<file path="src/rtl/peak_reader.sv">
// peak_reader: buffers spectral peak frames in a DEPTH-slot ring and serves them over an Avalon-MM read port.
// Define PEAK_READER_IRQ_EN to build the registered frame-available interrupt; otherwise irq is tied low.
module peak_reader #(
    parameter int PEAKS      = 6,
    parameter int AMPL_WIDTH = 16,
    parameter int FREQ_WIDTH = 10,
    parameter int DEPTH      = 4
) (
    input  logic                             CLOCK_50,
    input  logic                             reset_n,
    input  logic                             valid_in,
    input  logic [PEAKS*AMPL_WIDTH-1:0]      amplitude,
    input  logic [PEAKS*FREQ_WIDTH-1:0]      freq,
    input  logic                             chipselect,
    input  logic                             read,
    input  logic [1:0]                       address,
    output logic [31:0]                      readdata,
    output logic                             irq
);
    localparam int PW = DEPTH > 1 ? $clog2(DEPTH) : 1;
    localparam int EW = PEAKS > 1 ? $clog2(PEAKS) : 1;
    localparam logic [PW-1:0] LAST_PTR = PW'(DEPTH - 1);
    localparam logic [EW-1:0] LAST_ENT = EW'(PEAKS - 1);
    localparam logic [3:0]    FULL     = 4'(DEPTH);
    logic [AMPL_WIDTH-1:0] amp_mem  [DEPTH][PEAKS];
    logic [FREQ_WIDTH-1:0] freq_mem [DEPTH][PEAKS];
    logic [15:0]           fidx_mem [DEPTH];
    logic [PW-1:0] wr_ptr_q, wr_ptr_d, rd_ptr_q, rd_ptr_d;
    logic [EW-1:0] ent_q, ent_d;
    logic [3:0]    count_q, count_d;
    logic [15:0]   fidx_q, fidx_d, head;
    logic          ovf_q, ovf_d;
    logic [31:0]   rdata_q, rdata_d, status_w, pop_w;
    logic          rd_en, empty, pop, last, accept, drop;
    function automatic logic [PW-1:0] nxt(input logic [PW-1:0] p);
        return p == LAST_PTR ? '0 : p + 1'b1;
    endfunction
    always_comb begin
        rd_en    = chipselect && read;
        empty    = count_q == 4'd0;
        pop      = rd_en && address == 2'd1 && !empty;
        last     = pop && ent_q == LAST_ENT;
        // acceptance looks at the pre-pop count, so a full ring drops even while a frame is freed
        accept   = valid_in && count_q != FULL;
        drop     = valid_in && count_q == FULL;
        wr_ptr_d = accept ? nxt(wr_ptr_q) : wr_ptr_q;
        rd_ptr_d = last ? nxt(rd_ptr_q) : rd_ptr_q;
        count_d  = count_q + 4'(accept) - 4'(last);
        ent_d    = last ? '0 : pop ? ent_q + 1'b1 : ent_q;
        fidx_d   = fidx_q + 16'(valid_in);
        ovf_d    = drop || (ovf_q && !(rd_en && address == 2'd0));
        head     = empty ? 16'd0 : fidx_mem[rd_ptr_q];
        status_w = {head, 10'd0, ovf_q, empty, count_q};
        pop_w    = empty ? 32'd0 : (32'(freq_mem[rd_ptr_q][ent_q]) << 16) | 32'(amp_mem[rd_ptr_q][ent_q]);
        rdata_d  = !rd_en ? rdata_q :
                   address == 2'd0 ? status_w :
                   address == 2'd1 ? pop_w :
                   address == 2'd2 ? {16'd0, fidx_q} : 32'd0;
    end
    always_ff @(posedge CLOCK_50 or negedge reset_n) begin
        if (!reset_n) begin
            wr_ptr_q <= '0;
            rd_ptr_q <= '0;
            ent_q    <= '0;
            count_q  <= '0;
            fidx_q   <= '0;
            ovf_q    <= 1'b0;
            rdata_q  <= '0;
        end else begin
            wr_ptr_q <= wr_ptr_d;
            rd_ptr_q <= rd_ptr_d;
            ent_q    <= ent_d;
            count_q  <= count_d;
            fidx_q   <= fidx_d;
            ovf_q    <= ovf_d;
            rdata_q  <= rdata_d;
        end
    end
    // slot storage is deliberately unreset; count == 0 masks it from every read
    always_ff @(posedge CLOCK_50) begin
        if (accept) begin
            for (int i = 0; i < PEAKS; i++) begin
                amp_mem[wr_ptr_q][i]  <= amplitude[i*AMPL_WIDTH +: AMPL_WIDTH];
                freq_mem[wr_ptr_q][i] <= freq[i*FREQ_WIDTH +: FREQ_WIDTH];
            end
            fidx_mem[wr_ptr_q] <= fidx_q;
        end
    end
    assign readdata = rdata_q;
`ifdef PEAK_READER_IRQ_EN
    logic irq_q;
    always_ff @(posedge CLOCK_50 or negedge reset_n) begin
        if (!reset_n) irq_q <= 1'b0;
        else          irq_q <= count_q != 4'd0 || ovf_q;
    end
    assign irq = irq_q;
`else
    assign irq = 1'b0;
`endif
endmodule
</file>
<file path="config.mk">
export PLATFORM = sky130hd
export DESIGN_NAME = peak_reader
export DESIGN_NICKNAME = d
export VERILOG_FILES = /design/src/rtl/peak_reader.sv
export SDC_FILE = /design/constraint.sdc
export NUM_CORES = 1
export LEC_CHECK = 0
export CORE_ASPECT_RATIO = 0.7
export CORE_MARGIN = 3
export CORE_UTILIZATION = 40
export CTS_BUF_LIST = sky130_fd_sc_hd__clkbuf_4
export DETAILED_ROUTE_END_ITERATION = 12
export GPL_TIMING_DRIVEN = 1
export PLACE_DENSITY_LB_ADDON = 0.15
export SYNTH_ARGS = -nofsm -noshare
export SYNTH_HDL_FRONTEND = slang
export SYNTH_SLANG_ARGS = --single-unit
</file>
<file path="constraint.sdc">
create_clock -name CLOCK_50 -period 5.68 [get_ports CLOCK_50]
set_clock_uncertainty 0.05 [all_clocks]
set_input_delay 1.136 -clock CLOCK_50 [delete_from_list [all_inputs] [get_ports CLOCK_50]]
set_output_delay 1.136 -clock CLOCK_50 [all_outputs]
set_load 0.05 [all_outputs]
</file>
==> metrics.log <==
INFO  metric run_status = finished, final reports clean
INFO  metric r2r_setup_slack = roughly 2.4 ns
INFO  metric clk_transition_reported_paths = 0.07 ns
INFO  metric synth_compound_gate_area_share = ~4.9%
INFO  metric p_leak = 0.0113 uW
INFO  metric grt_pass1_vias = between 15000 and 20000
INFO  metric critPathCaptureType = primary output
INFO  metric synth.most_common_cell = sky130_fd_sc_hd__edfxtp_1
INFO  metric seq_area_frac_synth = 76.4%
INFO  metric synthesis.nets = roughly 1600
INFO  metric htree_num_levels = 4
INFO  metric layout.core_utilization = just under 50%
INFO  metric asr_flop_ratio_synth = about 8.0%
INFO  metric worstRegToRegCells = 5
INFO  metric critPathLaunchType = flip-flop
INFO  metric die_width = 328 microns
INFO  metric top_layer_used = met5
INFO  metric core = about 70000 sq um
INFO  metric dpl.hpwl = ~42000 microns
INFO  metric drt_iter0_markers = 1207
INFO  metric route.detailed.drc = 0
INFO  metric global_route_wire_length_before_repair = 100000 microns
INFO  metric slowest_cell_on_the_critical_path = sky130_fd_sc_hd__clkdlybuf4s50_1
INFO  metric tightestPinTransition = 1.17 ns
INFO  metric clkSinkCount = around 750
INFO  metric achievable-frequency = about 290 MHz
INFO  metric area_growth_from_synthesis_to_layout = 18.3%
INFO  metric syn-instance-count = 1414
INFO  metric finalNetCount = ~1900
INFO  metric switching_power = between 4000 and 5000 uW
INFO  metric rsz0062_at_grt = no
INFO  metric ys_warn_count = 0
INFO  metric placement.cell_area = roughly 32000 sq um
INFO  metric synth_ff_type = sky130_fd_sc_hd__edfxtp_1
INFO  metric synth_edf_count = between 600 and 700
INFO  metric die_area = between 70000 and 80000 sq um
INFO  metric final_cell_area = 34300 sq um
INFO  metric postRouteWirelength = a little under 70000 microns
INFO  metric crit_path_max_fanout = 2
INFO  metric mean_post_synth_cell_area = just over 20 sq um
INFO  metric ys_seq_elements = about 750
INFO  metric initial_antenna_violation_count = 5
INFO  metric post_synth_main_area_contributors = sky130_fd_sc_hd__edfxtp_1, sky130_fd_sc_hd__mux4_2, sky130_fd_sc_hd__dfrtp_1, sky130_fd_sc_hd__mux2i_1, sky130_fd_sc_hd__a22oi_1
INFO  metric non_filler_cells_final = between 2000 and 3000
INFO  metric grt_max_degree = 91
INFO  metric pwr_density_cell = between 400 and 500 nW/um^2
INFO  metric core.rowCount = 81
INFO  metric post-cts-setup-buffers = 0
INFO  metric die_extent_in_y = 231 microns
INFO  metric hold_path_class = in2async
INFO  metric max-clock-path-buffers = 3
INFO  metric synth_simple_gate_area_share = under 10%
INFO  metric place.detailed.instances = 2510
INFO  metric arrival = about 2.3 ns
INFO  metric critical_path.reg2reg.endpoint = readdata[18]
INFO  metric drt-wirelength-per-cell = around 24 microns
INFO  metric setup-tns-final = 0 ns
INFO  metric met3RoutedLength = ~4500 microns
INFO  metric timing.final.crit_period = ~3.5 ns
INFO  metric hold_ws = approximately 0.22 ns
INFO  metric power_frac_comb = around a quarter
INFO  metric switching_power_share_of_the_total = between 30% and 40%
INFO  metric floorplan.initialDensity = 40.9%
INFO  metric data_required_time_at_the_worst_endpoint = 4.49 ns
INFO  metric groute.usage.overall = a little under a fifth
INFO  metric pwr-share-clk = 26.7%
INFO  metric report.final.hold_viol_count = 0
INFO  metric timing_max_transition_violations_final = 0
INFO  metric clock_insertion_delay_worst_skew = 0.96 ns
INFO  metric place.port_buffers = about 190
INFO  metric synthDominantAreaCellType = sky130_fd_sc_hd__edfxtp_1
INFO  metric muxShareOfSynthArea = a little over an eighth
INFO  metric grt_overflow = 0
INFO  metric gp_congestion = between 0.7 and 0.8
INFO  metric crit_share_post_route = between 60% and 70%
INFO  metric final_setup_violation_count = 0
INFO  metric via_per_inst = about 5.3
INFO  metric synth-xor-area-share = less than 1%
INFO  metric cp_top_family = buffers and inverters
INFO  metric clock-root-buffer = sky130_fd_sc_hd__clkbuf_4
INFO  metric synth.cells.most_frequent = sky130_fd_sc_hd__edfxtp_1, sky130_fd_sc_hd__mux4_2, sky130_fd_sc_hd__mux2i_1
INFO  metric detailroute.via_count = around 15000
INFO  metric met2WireLength = about 31000 microns
INFO  metric synth_area = between 20000 and 30000 sq um
INFO  metric setup.worst_path.class = reg2out
INFO  metric cp-startpoint = readdata[22]
INFO  metric holdBufCountCts = 0
INFO  metric crit_chain = clkdlybuf4s50_1
INFO  metric vdd_drop_max = 377 uV
INFO  metric internal_power = 11200 uW
INFO  metric synth_adder_area_share = 0.673%
INFO  metric synth.lib_cells_used.distinct = 54
INFO  metric cts.repair.resized = 0
INFO  metric first_pass_drt_iterations = 6
INFO  metric timing.max_cap.violations = 0
INFO  metric top_level_port_count = about 200
INFO  metric synth_top_family_by_area = multiplexers
INFO  metric cp.buffers_inverters = 1
INFO  metric met1Wirelength = ~31000 microns
INFO  metric seq_power_share = ~48%
INFO  metric post_route_cells_drive_above_1_share = 24.7%
INFO  metric timing.rr.start = ent_q[0]
INFO  metric crit_path_max_incr_delay = around 0.86 ns
INFO  metric max_slew_margin = a little over a fifth
INFO  metric tritoncts.num_buffers = between 150 and 200
INFO  metric top_cell_type_s_share_of_synthesized_area = a little under three quarters
INFO  metric tritoncts = done
INFO  metric ant_nets = 0
## layout by cell type, fill, tap and decap left out, types with 3 or more instances in the layout
| master | netlist | routed |
|---|---|---|
| sky130_fd_sc_hd__edfxtp_1 | 688 | 688 |
| sky130_fd_sc_hd__clkbuf_4 | 1 | 276 |
| sky130_fd_sc_hd__clkdlybuf4s50_1 | 0 | 193 |
| sky130_fd_sc_hd__mux4_2 | 116 | 116 |
| sky130_fd_sc_hd__mux2i_1 | 110 | 110 |
| sky130_fd_sc_hd__a22oi_1 | 73 | 73 |
| sky130_fd_sc_hd__dfrtp_1 | 60 | 57 |
| sky130_fd_sc_hd__a22o_1 | 38 | 38 |
| sky130_fd_sc_hd__nand2_1 | 30 | 30 |
| sky130_fd_sc_hd__a31oi_1 | 29 | 29 |
| sky130_fd_sc_hd__a21oi_1 | 24 | 24 |
| sky130_fd_sc_hd__clkinv_1 | 0 | 24 |
| sky130_fd_sc_hd__nor2_1 | 20 | 18 |
| sky130_fd_sc_hd__buf_4 | 10 | 16 |
| sky130_fd_sc_hd__ha_1 | 14 | 14 |
| sky130_fd_sc_hd__mux2_2 | 13 | 13 |
| sky130_fd_sc_hd__buf_12 | 1 | 11 |
| sky130_fd_sc_hd__xnor2_1 | 10 | 10 |
| sky130_fd_sc_hd__a211o_1 | 10 | 10 |
| sky130_fd_sc_hd__inv_1 | 9 | 9 |
| sky130_fd_sc_hd__nand3_1 | 8 | 8 |
| sky130_fd_sc_hd__xor2_1 | 8 | 8 |
| sky130_fd_sc_hd__o21ai_0 | 7 | 7 |
| sky130_fd_sc_hd__and2_1 | 11 | 6 |
| sky130_fd_sc_hd__nand2b_1 | 5 | 5 |
| sky130_fd_sc_hd__o2111a_1 | 5 | 5 |
| sky130_fd_sc_hd__nor2b_1 | 7 | 4 |
| sky130_fd_sc_hd__and3_1 | 4 | 4 |
| sky130_fd_sc_hd__nor3_1 | 4 | 4 |
| sky130_fd_sc_hd__nand4_1 | 4 | 4 |
| sky130_fd_sc_hd__and2_4 | 0 | 4 |
| sky130_fd_sc_hd__mux4_1 | 4 | 4 |
| sky130_fd_sc_hd__inv_2 | 0 | 3 |
| sky130_fd_sc_hd__clkinv_2 | 0 | 3 |
## metrics by stage
step | worst slack (ns) | total power, uW
global route | 2.10 | 17000
floorplan | 1.41 | 10500
finish | 2.23 | 16100
detailed placement | 1.46 | 12000
CTS | 2.06 | 16400
global placement | 1.52 | 12000
## power by group through the flow
| stage | Clock [uW] | Sequential (uW) | Combinational, uW |
|---|---|---|---|
| 4_1_cts | 4480 | 7760 | 4170 |
| 3_5_place_dp | 0 | 7870 | 4160 |
| 6_report | 4300 | 7740 | 4080 |
| 2_1_floorplan | 0 | 7870 | 2670 |
| 5_1_grt | 4760 | 7850 | 4400 |
| 3_3_place_gp | 0 | 7840 | 4150 |
## registers in the layout (all words and copies together) (netlist names)
signal,flops
ovf_q,1
freq_mem,240
ent_q,3
rd_ptr_q,2
readdata,32
count_q,4
fidx_mem,64
amp_mem,384
wr_ptr_q,2
fidx_q,16
## kinds of logic after synthesis
group / Yosys count
compound gates: 194
xor+xnor: 18
simple gates: 105
mux: 245
fa+ha+maj: 15
flops: 748
other cells: 1
buf+inv: 88
## worst max-delay path by stage
stage	cells after the start	to
after floorplan	3	amp_mem[0][0]
after global placement	5	amp_mem[3][75]
after detailed placement	5	amp_mem[3][41]
after CTS	1	readdata[22]
after global routing	1	readdata[21]
final	1	readdata[22]
## cell type report
class	instances	area [sq um]
Sequential cell	748	22200
Tap cell	954	1190
Multi-Input combinational cell	578	6380
Timing Repair Buffer	221	2280
Clock buffer	276	2070
Clock inverter	34	191
Fill cell	5936	36500
Antenna cell	1	2.50
Inverter	9	33.8
## routing by layer
layer / track usage [%] / vias to the layer above
li1: - / 6627
met1: 25.6 / 7722
met2: 26.8 / 456
met3: 5.00 / 91
met4: 6.57 / 8
met5: 0 / -
(Power assumes the default switching activity.)
